==> config.mk <==
export PLATFORM = sky130hd
export DESIGN_NAME = fir_mac_sequencer_flat
export DESIGN_NICKNAME = d
export VERILOG_FILES = /design/src/rtl/fir_mac_sequencer_if.sv /design/src/rtl/fir_mac_sequencer.sv /design/src/flat_wrapper.sv
export SDC_FILE = /design/constraint.sdc
export NUM_CORES = 1
export LEC_CHECK = 0
export BUFFER_PORTS_ARGS = -buffer_cell sky130_fd_sc_hd__buf_2
export CAP_MARGIN = 20
export CORE_MARGIN = 2
export CORE_UTILIZATION = 55
export CTS_CLUSTER_DIAMETER = 60
export CTS_CLUSTER_SIZE = 8
export DETAILED_ROUTE_END_ITERATION = 12
export GPL_ROUTABILITY_DRIVEN = 0
export PLACE_DENSITY = 0.73
export SETUP_SLACK_MARGIN = 0.15
export SLEW_MARGIN = 10
export SYNTH_ARGS = -nofsm -noshare
export SYNTH_HDL_FRONTEND = slang
export SYNTH_SLANG_ARGS = --single-unit
==> constraint.sdc <==
create_clock -name clk -period 19.6 [get_ports clk]
set_input_delay 3.92 -clock clk [delete_from_list [all_inputs] [get_ports clk]]
set_output_delay 3.92 -clock clk [all_outputs]
set_load 0.02 [all_outputs]
==> src/rtl/fir_mac_sequencer_if.sv <==
// Sample/coefficient/result bundle between a host and the sequential FIR MAC.
// Control and sample inputs flow master->slave; result and status flags flow back.
`timescale 1ns/1ps
interface fir_mac_sequencer_if #(
  parameter int TAPS = 4
);
  localparam int IW = (TAPS > 1) ? $clog2(TAPS) : 1;

  logic                 ena;
  logic                 sample_valid;
  logic signed [7:0]    sample_in;
  logic                 coef_we;
  logic [IW-1:0]        coef_idx;
  logic signed [7:0]    coef_data;
  logic signed [7:0]    y_out;
  logic                 y_valid;
  logic                 busy;
  logic                 overrun;

  modport master (
    output ena, sample_valid, sample_in, coef_we, coef_idx, coef_data,
    input  y_out, y_valid, busy, overrun
  );

  modport slave (
    input  ena, sample_valid, sample_in, coef_we, coef_idx, coef_data,
    output y_out, y_valid, busy, overrun
  );
endinterface

==> src/rtl/fir_mac_sequencer.sv <==
// Time-multiplexed FIR: one shared 8x8 signed multiplier walks the taps after each
// accepted sample, then publishes a shifted, saturated 8-bit result.
`timescale 1ns/1ps
module fir_mac_sequencer #(
  parameter int TAPS  = 4,
  parameter int SHIFT = 7
) (
  input  logic               clk,
  input  logic               rst_n,
  fir_mac_sequencer_if.slave bus
);
  localparam int IW = (TAPS > 1) ? $clog2(TAPS) : 1;
  localparam int AW = 16 + IW;
  localparam logic signed [AW-1:0] SAT_MAX = AW'(127);
  localparam logic signed [AW-1:0] SAT_MIN = AW'(-128);

  typedef enum logic [1:0] {S_IDLE, S_MAC, S_OUT} state_t;

  state_t                r_state;
  logic [IW-1:0]         r_k;
  logic signed [AW-1:0]  r_acc;
  logic signed [7:0]     r_y_out;
  logic                  r_y_valid;
  logic                  r_overrun;

  logic [TAPS-1:0][7:0]  w_x;
  logic [TAPS-1:0][7:0]  w_c;
  logic                  w_idle;
  logic                  w_accept;
  logic                  w_coef_wr;
  logic                  w_drop;
  logic                  w_last;
  logic signed [15:0]    w_prod;
  logic signed [AW-1:0]  w_acc_sum;
  logic signed [AW-1:0]  w_acc_shr;
  logic signed [7:0]     w_sat;

  assign w_idle    = (r_state == S_IDLE);
  assign w_accept  = bus.ena && w_idle && bus.sample_valid;
  assign w_coef_wr = bus.ena && w_idle && bus.coef_we;
  assign w_drop    = bus.ena && !w_idle && bus.sample_valid;
  assign w_last    = (r_k == IW'(TAPS - 1));

  assign w_prod    = $signed(w_x[r_k]) * $signed(w_c[r_k]);
  assign w_acc_sum = r_acc + AW'(w_prod);
  assign w_acc_shr = w_acc_sum >>> SHIFT;

  always_comb begin
    w_sat = w_acc_shr[7:0];
    if (w_acc_shr > SAT_MAX) begin
      w_sat = 8'sd127;
    end else if (w_acc_shr < SAT_MIN) begin
      w_sat = -8'sd128;
    end
  end

  // Each tap owns its delay-line stage and its coefficient register.
  for (genvar gi = 0; gi < TAPS; gi++) begin : g_tap
    logic signed [7:0] r_x_tap;
    logic signed [7:0] r_c_tap;
    logic signed [7:0] w_src;

    if (gi == 0) begin : g_head
      assign w_src = bus.sample_in;
    end else begin : g_body
      assign w_src = $signed(w_x[gi-1]);
    end

    always_ff @(posedge clk or negedge rst_n) begin
      if (!rst_n) begin
        r_x_tap <= '0;
        r_c_tap <= '0;
      end else begin
        if (w_accept) begin
          r_x_tap <= w_src;
        end
        if (w_coef_wr && (bus.coef_idx == IW'(gi))) begin
          r_c_tap <= bus.coef_data;
        end
      end
    end

    assign w_x[gi] = r_x_tap;
    assign w_c[gi] = r_c_tap;
  end

  always_ff @(posedge clk or negedge rst_n) begin
    if (!rst_n) begin
      r_state   <= S_IDLE;
      r_k       <= '0;
      r_acc     <= '0;
      r_y_out   <= '0;
      r_y_valid <= 1'b0;
      r_overrun <= 1'b0;
    end else begin
      r_y_valid <= (r_state == S_OUT) && bus.ena;
      if (w_drop) begin
        r_overrun <= 1'b1;
      end
      if (bus.ena) begin
        case (r_state)
          S_IDLE: begin
            if (bus.sample_valid) begin
              r_acc   <= '0;
              r_k     <= '0;
              r_state <= S_MAC;
            end
          end
          S_MAC: begin
            r_acc <= w_acc_sum;
            r_k   <= r_k + 1'b1;
            // The result is taken from the sum that includes the final product.
            if (w_last) begin
              r_y_out <= w_sat;
              r_state <= S_OUT;
            end
          end
          S_OUT: begin
            r_state <= S_IDLE;
          end
          default: begin
            r_state <= S_IDLE;
          end
        endcase
      end
    end
  end

  assign bus.y_out   = r_y_out;
  assign bus.y_valid = r_y_valid;
  assign bus.busy    = !w_idle;
  assign bus.overrun = r_overrun;
endmodule

==> src/flat_wrapper.sv <==
// flat-port wrapper written by rule: the top's interface ports become plain ports
module fir_mac_sequencer_flat 
#(
  parameter int TAPS  = 4,
  parameter int SHIFT = 7
)
  (clk, rst_n, bus_ena, bus_sample_valid, bus_sample_in, bus_coef_we, bus_coef_idx, bus_coef_data, bus_y_out, bus_y_valid, bus_busy, bus_overrun);
  fir_mac_sequencer_if #(.TAPS(TAPS)) bus_i ();
  input  logic clk;
  input  logic rst_n;
  input wire logic [$bits(bus_i.ena)-1:0] bus_ena;
  input wire logic [$bits(bus_i.sample_valid)-1:0] bus_sample_valid;
  input wire logic [$bits(bus_i.sample_in)-1:0] bus_sample_in;
  input wire logic [$bits(bus_i.coef_we)-1:0] bus_coef_we;
  input wire logic [$bits(bus_i.coef_idx)-1:0] bus_coef_idx;
  input wire logic [$bits(bus_i.coef_data)-1:0] bus_coef_data;
  output wire logic [$bits(bus_i.y_out)-1:0] bus_y_out;
  output wire logic [$bits(bus_i.y_valid)-1:0] bus_y_valid;
  output wire logic [$bits(bus_i.busy)-1:0] bus_busy;
  output wire logic [$bits(bus_i.overrun)-1:0] bus_overrun;
  assign bus_i.ena = bus_ena;
  assign bus_i.sample_valid = bus_sample_valid;
  assign bus_i.sample_in = bus_sample_in;
  assign bus_i.coef_we = bus_coef_we;
  assign bus_i.coef_idx = bus_coef_idx;
  assign bus_i.coef_data = bus_coef_data;
  assign bus_y_out = bus_i.y_out;
  assign bus_y_valid = bus_i.y_valid;
  assign bus_busy = bus_i.busy;
  assign bus_overrun = bus_i.overrun;
  fir_mac_sequencer #(.TAPS(TAPS), .SHIFT(SHIFT)) u_core (.clk(clk), .rst_n(rst_n), .bus(bus_i));
endmodule
Word-level counts from Yosys, hierarchy flattened. Cells that the tools add are included.

Add/subtract/negate cells: 2. $mul: 1. Div/mod/pow operators: 0. $lt $le $gt $ge: 3. Eq/ne operators: 8. Shift operators: 0. Mux-type cells: 13. Bitwise logic cells: 0. Reductions and logical operators: 17.

Operator list (count): 18-bit case mux with 2 select lines (1); 8-bit binary-select mux with 2-bit select (2); 8-bit two-way mux (4); 18-bit by 16-bit adder with 18-bit output (1); 18-bit two-way mux (1); 8-bit by 8-bit multiplier with 16-bit output (1); 11-bit by 8-bit greater-than comparator with 1-bit output (second input constant) (1); 11-bit by 8-bit less-than comparator with 1-bit output (second input constant) (1); 1-bit logical AND (10); 3-bit AND reduction (3); 2-bit == test (second input constant) (4); 2-bit case mux with 2 select lines (2); 2-bit two-way mux (3); 2-bit by 1-bit == test with 1-bit output (second input constant) (2); 2-bit logical NOT (2); 2-bit by 3-bit less-than comparator with 1-bit output (second input constant) (1); 2-bit by 1-bit adder with 2-bit output (second input constant) (1); 2-bit by 1-bit inequality test with 1-bit output (second input constant) (1); 2-bit inequality test (second input constant) (1); 2-bit nonzero test (1); 1-bit logical NOT (1).

Bits in registers: 96. Bits in latches: 0. RAM bits: 0. Memory bits (read-only): 0. Input port bits: 23. Output and inout port bits: 11. Logic and storage cells: 58. Memories: 0.

Depth between registers and ports, before layout. Gate-level depths: netlist (run 1).

Depth in word-level cells: 7. Gate-level depth with buffers: 23. Gate-level depth less buffers: 21.

Worst setup path after synthesis (run 1). OpenSTA, ideal clock, no wires.

Path type: register -> register. Start: register u_core.r_k[0]. End: register u_core.r_y_out[0] (netlist: u_core.bus.y_out[0]). Library setup time: 0.129 ns. Arrival time: 6.157 ns. Required time: 19.471 ns. Path slack: 13.314 ns. Stages on the path, launching flop included: 21. Buffers on the path: 2. Period minus slack after synthesis: 6.286 ns. Path through: dfrtp_1 -> buf_2 -> buf_2 -> mux2_2 -> o21ai_1 -> or2_2 -> fa_1 -> fa_1 -> inv_1 -> fa_1 -> fa_1 -> fa_1 -> ha_1 -> o21a_1 -> o31ai_2 -> a21oi_1 -> a21oi_2 -> o211ai_2 -> or3_4 -> a21oi_4 -> a21oi_1.

Cells in the longest elaborated chain, start to end: 7. Elaborated cells between the ends (all ways): 12. Classes of those cells: 1 x add/sub; 1 x mul; 2 x order compare; 1 x eq/ne; 6 x mux; 1 x reduce/logical.

RTL lines: start, declared (line fir_mac_sequencer.sv:20) `logic [IW-1:0] r_k;`; start signal, assigned (line fir_mac_sequencer.sv:111) `r_k <= r_k + 1'b1;`; 8-bit binary-select mux with 2-bit select (line fir_mac_sequencer.sv:44) `assign w_prod = $signed(w_x[r_k]) * $signed(w_c[r_k]);`; 8-bit two-way mux (implied by the code) (line fir_mac_sequencer.sv:44); 8-bit by 8-bit multiplier with 16-bit output (line fir_mac_sequencer.sv:44); 18-bit by 16-bit adder with 18-bit output (line fir_mac_sequencer.sv:45) `assign w_acc_sum = r_acc + AW'(w_prod);`; 11-bit by 8-bit less-than comparator with 1-bit output (line fir_mac_sequencer.sv:52) `end else if (w_acc_shr < SAT_MIN) begin`; 8-bit two-way mux (line fir_mac_sequencer.sv:52); 8-bit two-way mux (line fir_mac_sequencer.sv:50) `if (w_acc_shr > SAT_MAX) begin`; end signal, assigned (line fir_mac_sequencer.sv:114) `r_y_out <= w_sat;`; end, declared (line fir_mac_sequencer.sv:22) `logic signed [7:0] r_y_out;`.

Several ways; a longest one is shown, not always the timed one. The select of a mux whose other input is x is not followed. A chain may end at the register's enable or synchronous reset.

Worst setup path after layout (run 1).
Start: register u_core.r_k[0]. End: register u_core.r_y_out[1] (netlist: u_core.bus.y_out[1]).

The elaborated chain is that of the path after synthesis.

==> results of run 1 <==
==> synthesized netlist by cell type, types with 2 or more instances <==
| library cell | instances |
|---|---|
| a211o_1 | 2 |
| a21o_1 | 3 |
| a21oi_1 | 14 |
| a22o_1 | 16 |
| and2_1 | 34 |
| and3_1 | 5 |
| buf_2 | 3 |
| clkbuf_1 | 10 |
| dfrtp_1 | 96 |
| fa_1 | 80 |
| ha_1 | 43 |
| inv_1 | 89 |
| mux2_2 | 66 |
| mux4_2 | 15 |
| nand2_1 | 43 |
| nand2b_1 | 2 |
| nand3_1 | 5 |
| nor2_1 | 17 |
| nor2b_1 | 2 |
| nor3_1 | 5 |
| o21a_1 | 3 |
| o21ai_0 | 14 |
| o21bai_1 | 3 |
| or3_1 | 2 |
| xnor2_1 | 14 |
| xor2_1 | 3 |
==> worst max-delay path, cell delays in order, from the launching register on <==
cell and delay (ns):
dfrtp_1 0.73, buf_8 0.24, mux4_2 0.64, and2_1 0.45, fa_1 0.65, inv_1 0.07
fa_1 0.51, inv_1 0.05, fa_1 0.46, fa_1 0.49, ha_1 0.31, ha_1 0.35
inv_1 0.18, nor3_1 0.09, a2111oi_0 0.51, o211ai_2 0.21, or3_4 0.44, a21oi_4 0.24
a21oi_1 0.11
==> flip-flops by register name, summed over array words and instances, names as in the netlist <==
name	flops
u_core.r_state	2
u_core.bus.overrun	1
u_core.r_k	2
u_core.r_acc	18
u_core.g_tap.r_x_tap	32
u_core.bus.y_valid	1
u_core.bus.y_out	8
u_core.g_tap.r_c_tap	32
==> metrics by stage <==
stage	instances	hold slack (ns)	util, %	setup slack (ns)
2_1_floorplan	613	0.450	-	13.31
3_3_place_gp	810	0.458	58.3	12.65
5_1_grt	827	0.509	60.6	12.28
6_report	827	0.482	60.6	12.76
4_1_cts	826	0.482	60.5	12.50
3_5_place_dp	810	0.467	58.3	12.51
==> kinds of logic after synthesis <==
logic type	share of synthesized area, %
simple gates	8.49
mux	14.9
flops	32.9
fa+ha+maj	29.3
compound gates	7.00
buf+inv	5.44
xor+xnor	2.04
==> area by class of cell <==
type / count / area (um^2)
Fill cell: 1055 / 5170
Multi-Input combinational cell: 414 / 4520
Sequential cell: 96 / 2400
Inverter: 89 / 334
Clock buffer: 10 / 229
Tap cell: 176 / 220
Timing Repair Buffer: 36 / 198
Clock inverter: 6 / 61.3
==> how the worst max path moves through the flow <==
stage                                to  slack, ns
floorplan           u_core.bus.y_out[0]      13.31
global placement    u_core.bus.y_out[1]      12.65
detailed placement  u_core.bus.y_out[4]      12.51
CTS                 u_core.bus.y_out[4]      12.50
global route        u_core.bus.y_out[6]      12.28
finish              u_core.bus.y_out[1]      12.76
==> layer usage <==
layer / vias to the layer above / GRT usage (%)
met5: - / 0
met4: 0 / 8.16
met3: 22 / 3.64
met2: 104 / 36.4
met1: 2352 / 31.2
li1: 2103 / -
==> flow_metrics.tcl, run 1 <==
set metrics [dict create \
    final_cell_mix "96 x dfrtp_1, 89 x inv_1, 80 x fa_1" \
    ys_types 50 \
    rsz0062_at_grt "false" \
    port_buffers 33 \
    ys_ff_latch 96 \
    clockBufferDepth 2 \
    wl_per_cell_um 17.5 \
    r2r-start "u_core.r_k[0]" \
    clk_latency_ns 0.35 \
    fmax_mhz 146 \
    die_width_um 119 \
    cts_setup_buffers 0 \
    cts-root-buf "clkbuf_16" \
    slew_viol_final 0 \
    reg2regPathDepth 18 \
    max_cap_viol_count 0 \
    relSlewSlack_pct 32.8 \
    drcViolationCount 0 \
    dpl-instance-area_um2 7660 \
    dr.max_layer_used "met4" \
    ys_async_sr_fraction_pct 100 \
    mostFrequentLayoutCell "dfrtp_1" \
    design.die.area_um2 14200 \
    hold_viol 0 \
    synth_top_cell_by_area "dfrtp_1" \
    num_rows 42 \
    cts_hold_buf 0 \
    period_minus_slack_ns 6.84 \
    rrSetupSlack_ns 12.76 \
    path_clk_slew_ns 0.07 \
    yosys_warnings 0 \
    totalWireLength_mm 14.5 \
    met3_wirelength_um 624 \
    first_pass_iters 4 \
    hold_depth 2 \
    diodes 0 \
    start_util_pct 55.7 \
    worstHoldStart "u_core.bus.y_out[7]" \
    io_pins 34 \
    min_to "u_core.bus.y_out[7]" \
    status "finished clean" \
    fin_skew_ns 0.00728 \
    required_ns 19.83 \
    ant_nets 0 \
    start_kind "flop" \
    drt-met1-wl_mm 6.28 \
    regToRegEndpoint "u_core.bus.y_out[1]" \
    syn_to_final_growth_pct 8.90 \
    crit_path_max_fanout 11 \
    vias 4581 \
    grt_usage_pct 22.5 \
    clock_sinks 96 \
    crit_start "u_core.r_k[0]" \
    vias_per_cell 5.54 \
    cp.arrival_ns 7.06 \
    ys_top_cells_by_area "dfrtp_1 33%, fa_1 22%, mux2_2 10%" \
    hold_path.class "flop to flop" \
    nNetsFinal 792 \
    drt-initial-drc-count 256 \
    synth_area_um2 7310 \
    die_h_um 119 \
    grt_max_degree 75 \
    first_global_vias 5046 \
    finalCritPeriodShare_pct 34.9 \
    critical_path_class "flop to flop" \
    post_cts_resized 0 \
    synth_edf_count 0 \
    stdcell_area_um2 7960 \
    core-area_um2 13100 \
    overflow 0 \
    fin_setup_tns_ns 0 \
    drive_above_1_share_pct 22.1 \
    setup_viol 0 \
    yosysTopAreaCellShare_pct 32.9 \
    synthCells 613 \
    antenna_found_initial 0 \
    grt_pass1_wl_mm 25.0 \
    hpwl_mm 11.2 \
    synth_area_per_cell_um2 11.9 \
    cts_tree "yes" \
    htreeDepth 3 \
    ys_seq_area_share_pct 32.9 \
    met2_length_mm 7.18 \
    syn-num-nets 759 \
    numCtsBuffers 9 \
    synthFlopType "dfrtp_1" \
    end_kind "flop" \
    worstMarginPinSlew_ns 1.01 \
]
Power of run 1 is not shown: default switching activity piles up to over one toggle a cycle in this logic, so the estimate is an artifact.
==> run 2, diff against run 1 <==
--- a/config.mk
+++ b/config.mk
@@ -13,7 +13,7 @@
 export CTS_CLUSTER_SIZE = 8
 export DETAILED_ROUTE_END_ITERATION = 12
 export GPL_ROUTABILITY_DRIVEN = 0
-export PLACE_DENSITY = 0.73
+export PLACE_DENSITY = 0.75
 export SETUP_SLACK_MARGIN = 0.15
 export SLEW_MARGIN = 10
 export SYNTH_ARGS = -nofsm -noshare
==> constraint.sdc (replaced) <==
create_clock -name clk -period 5.7 [get_ports clk]
set_input_delay 1.14 -clock clk [delete_from_list [all_inputs] [get_ports clk]]
set_output_delay 1.14 -clock clk [all_outputs]
set_load 0.02 [all_outputs]
==> run 2 against run 1 <==
  * The flow now finishes with violations (negative setup slack)
  * Via count grew 9.1%
  * Sequential cell count is the same
  * Worst hold slack gained 0.013 ns
  * Setup slack lost 13 ns
  * Count of clock-buffer cells in the layout shrank 1
  * Register-to-register slack lost 13 ns
  * First-iteration DRC count shrank 4.7%
  * Die area is the same
  * Sequential share of layout area shrank 4.0 points
  * Non-clock buffer count grew 73
  * Global-route usage grew 2.3 points
  * Clock skew grew 0.0034 ns
  * Critical endpoint is now u_core.bus.y_out[0]
  * Largest cell class unchanged
==> flow_metrics.tcl, run 2 (same netlist as run 1, synthesis figures left out) <==
set metrics [dict create \
    hpwl_mm 11.9 \
    io_pins 34 \
    multi_input_area_um2 5050 \
    instances_no_fill 900 \
    status "finished with violations" \
    fmax_mhz 170 \
    whs_ns 0.495 \
    clock_sinks 96 \
    path_cells "buf_6, mux4_2, and2_4, fa_1, fa_1, fa_1, fa_1, ha_4, ha_4, o21a_1, o2111a_1, a211o_1, nor2_2, xnor2_2, or3_4, a21oi_4, a21oi_1" \
    cts-root-buf "clkbuf_16" \
    relSlewSlack_pct 27.6 \
    r2r-start "u_core.r_k[0]" \
    fin_skew_ns 0.0107 \
    top_usage_layer "met2" \
    start_kind "flop" \
    regToRegEndpoint "u_core.bus.y_out[0]" \
    end_kind "flop" \
    nFillCells 877 \
    first_pass_iters 4 \
    design.die.area_um2 14200 \
    mostFrequentLayoutCell "dfrtp_1" \
    totalWireLength_mm 16.8 \
    die_width_um 119 \
    reg_top3 "u_core.g_tap.r_c_tap: 32 flops, u_core.g_tap.r_x_tap: 32 flops, u_core.r_acc: 18 flops" \
    violations "negative setup slack" \
    crit_buf_inv 1 \
    met1_usage_pct 32.2 \
    grt_usage_pct 24.8 \
    grt_pass1_wl_mm 27.3 \
    crit_path_max_fanout 8 \
    worstHoldStart "u_core.r_acc[6]" \
    drt-initial-drc-count 244 \
    clk_latency_ns 0.36 \
    rrSetupSlack_ns -0.18 \
    cts_hold_buf 0 \
    hold_path.class "flop to flop" \
    crit_top_cell "fa_1" \
    num_rows 42 \
    slew_viol_final 0 \
    crit_path_top_delay_cell "fa_1" \
    worstMarginPinSlew_ns 1.09 \
    grt_max_degree 82 \
    path_clk_slew_ns 0.07 \
    ant_nets 0 \
    regArea_um2 2400 \
    rsz0062_at_grt "true" \
    nNetsFinal 865 \
    htreeDepth 3 \
    vias 4997 \
    wl_per_cell_um 18.7 \
    slowest_delay_ns 0.61 \
    numCtsBuffers 9 \
    diodes 0 \
    drcViolationCount 0 \
    crit_cells 17 \
    critical_path_class "flop to flop" \
    port_buffers 33 \
    syn_to_final_growth_pct 25.7 \
    overflow 0 \
    first_global_vias 5525 \
    reg2regPathDepth 17 \
    met3_usage_pct 4.36 \
    finalCritPeriodShare_pct 103 \
    path_delay_family "adder cells" \
    final_cell_mix "96 x dfrtp_1, 76 x inv_1, 68 x fa_1" \
    max_cap_viol_count 0 \
    cts_tree "yes" \
    die_h_um 119 \
    fin_ws_ns -0.176 \
    use_met2_pct 42.1 \
    period_minus_slack_ns 5.88 \
    clockBufferDepth 2 \
    required_ns 5.93 \
    setup_viol 7 \
    dp_cells 856 \
    fin_setup_tns_ns -1.14 \
    crit_start "u_core.r_k[0]" \
    hold_viol 0 \
    core-area_um2 13100 \
    crit_end "u_core.bus.y_out[0]" \
    vias_per_cell 5.55 \
    start_util_pct 55.7 \
    antenna_found_initial 0 \
    cp.arrival_ns 6.11 \
    drive_above_1_share_pct 42.4 \
]
-- run 2: changes by cell type in the layout (fill, tap and decap cells not counted), sizes merged --
| cell | before | now |
|---|---|---|
| buf | 36 | 109 |
| clkinvlp | 1 | 2 |
| bufinv | 0 | 1 |
| clkbuf | 10 | 9 |
| inv | 92 | 91 |
-- run 2: worst min-delay path, cell delays in order, from the launching register on --
cell,delay (ns)
dfrtp_1,0.35
nand2_1,0.05
o21ai_0,0.06
-- run 2: repair_timing --
item / in CTS / in global routing
setup endpoints to repair: 12 / 15
endpoints found under the hold margin: 0 / 0
pin swaps: 32 / 43
setup buffers: 20 / 7
resized for setup: 34 / 56
-- run 2: routing by layer --
metal | routed length, um | vias up
li1 | - | 2258
met1 | 6900 | 2582
met2 | 8740 | 120
met3 | 658 | 37
met4 | 518 | 0
met5 | 0 | -
-- run 2: layout make-up --
type	instances	share of cell area, %
multi-input cells	414	55.0
flip-flops and latches	96	26.1
repair buffers	109	9.23
inverters	89	3.76
clock buffers	9	2.45
well taps	176	2.40
clock inverters	7	1.05
-- run 2: worst min-delay path by stage --
stage | to | cells after the start
global placement | u_core.bus.y_out[7] | 2
global route | u_core.g_tap[2].r_c_tap[5] | 1
finish | u_core.r_acc[6] | 2
CTS | u_core.bus.y_out[7] | 2
floorplan | u_core.r_acc[5] | 2
detailed placement | u_core.bus.overrun | 1
-- run 2: stage by stage --
stage | util (%) | setup WS, ns | instance area (um^2)
floorplan | - | 0.0336 | 7520
global placement | 62.6 | -0.0824 | 8220
detailed placement | 62.6 | -0.205 | 8220
CTS | 67.5 | -0.131 | 8870
global route | 70.0 | -0.361 | 9190
finish | 70.0 | -0.176 | 9190
Power of run 2 is left out for the same reason.
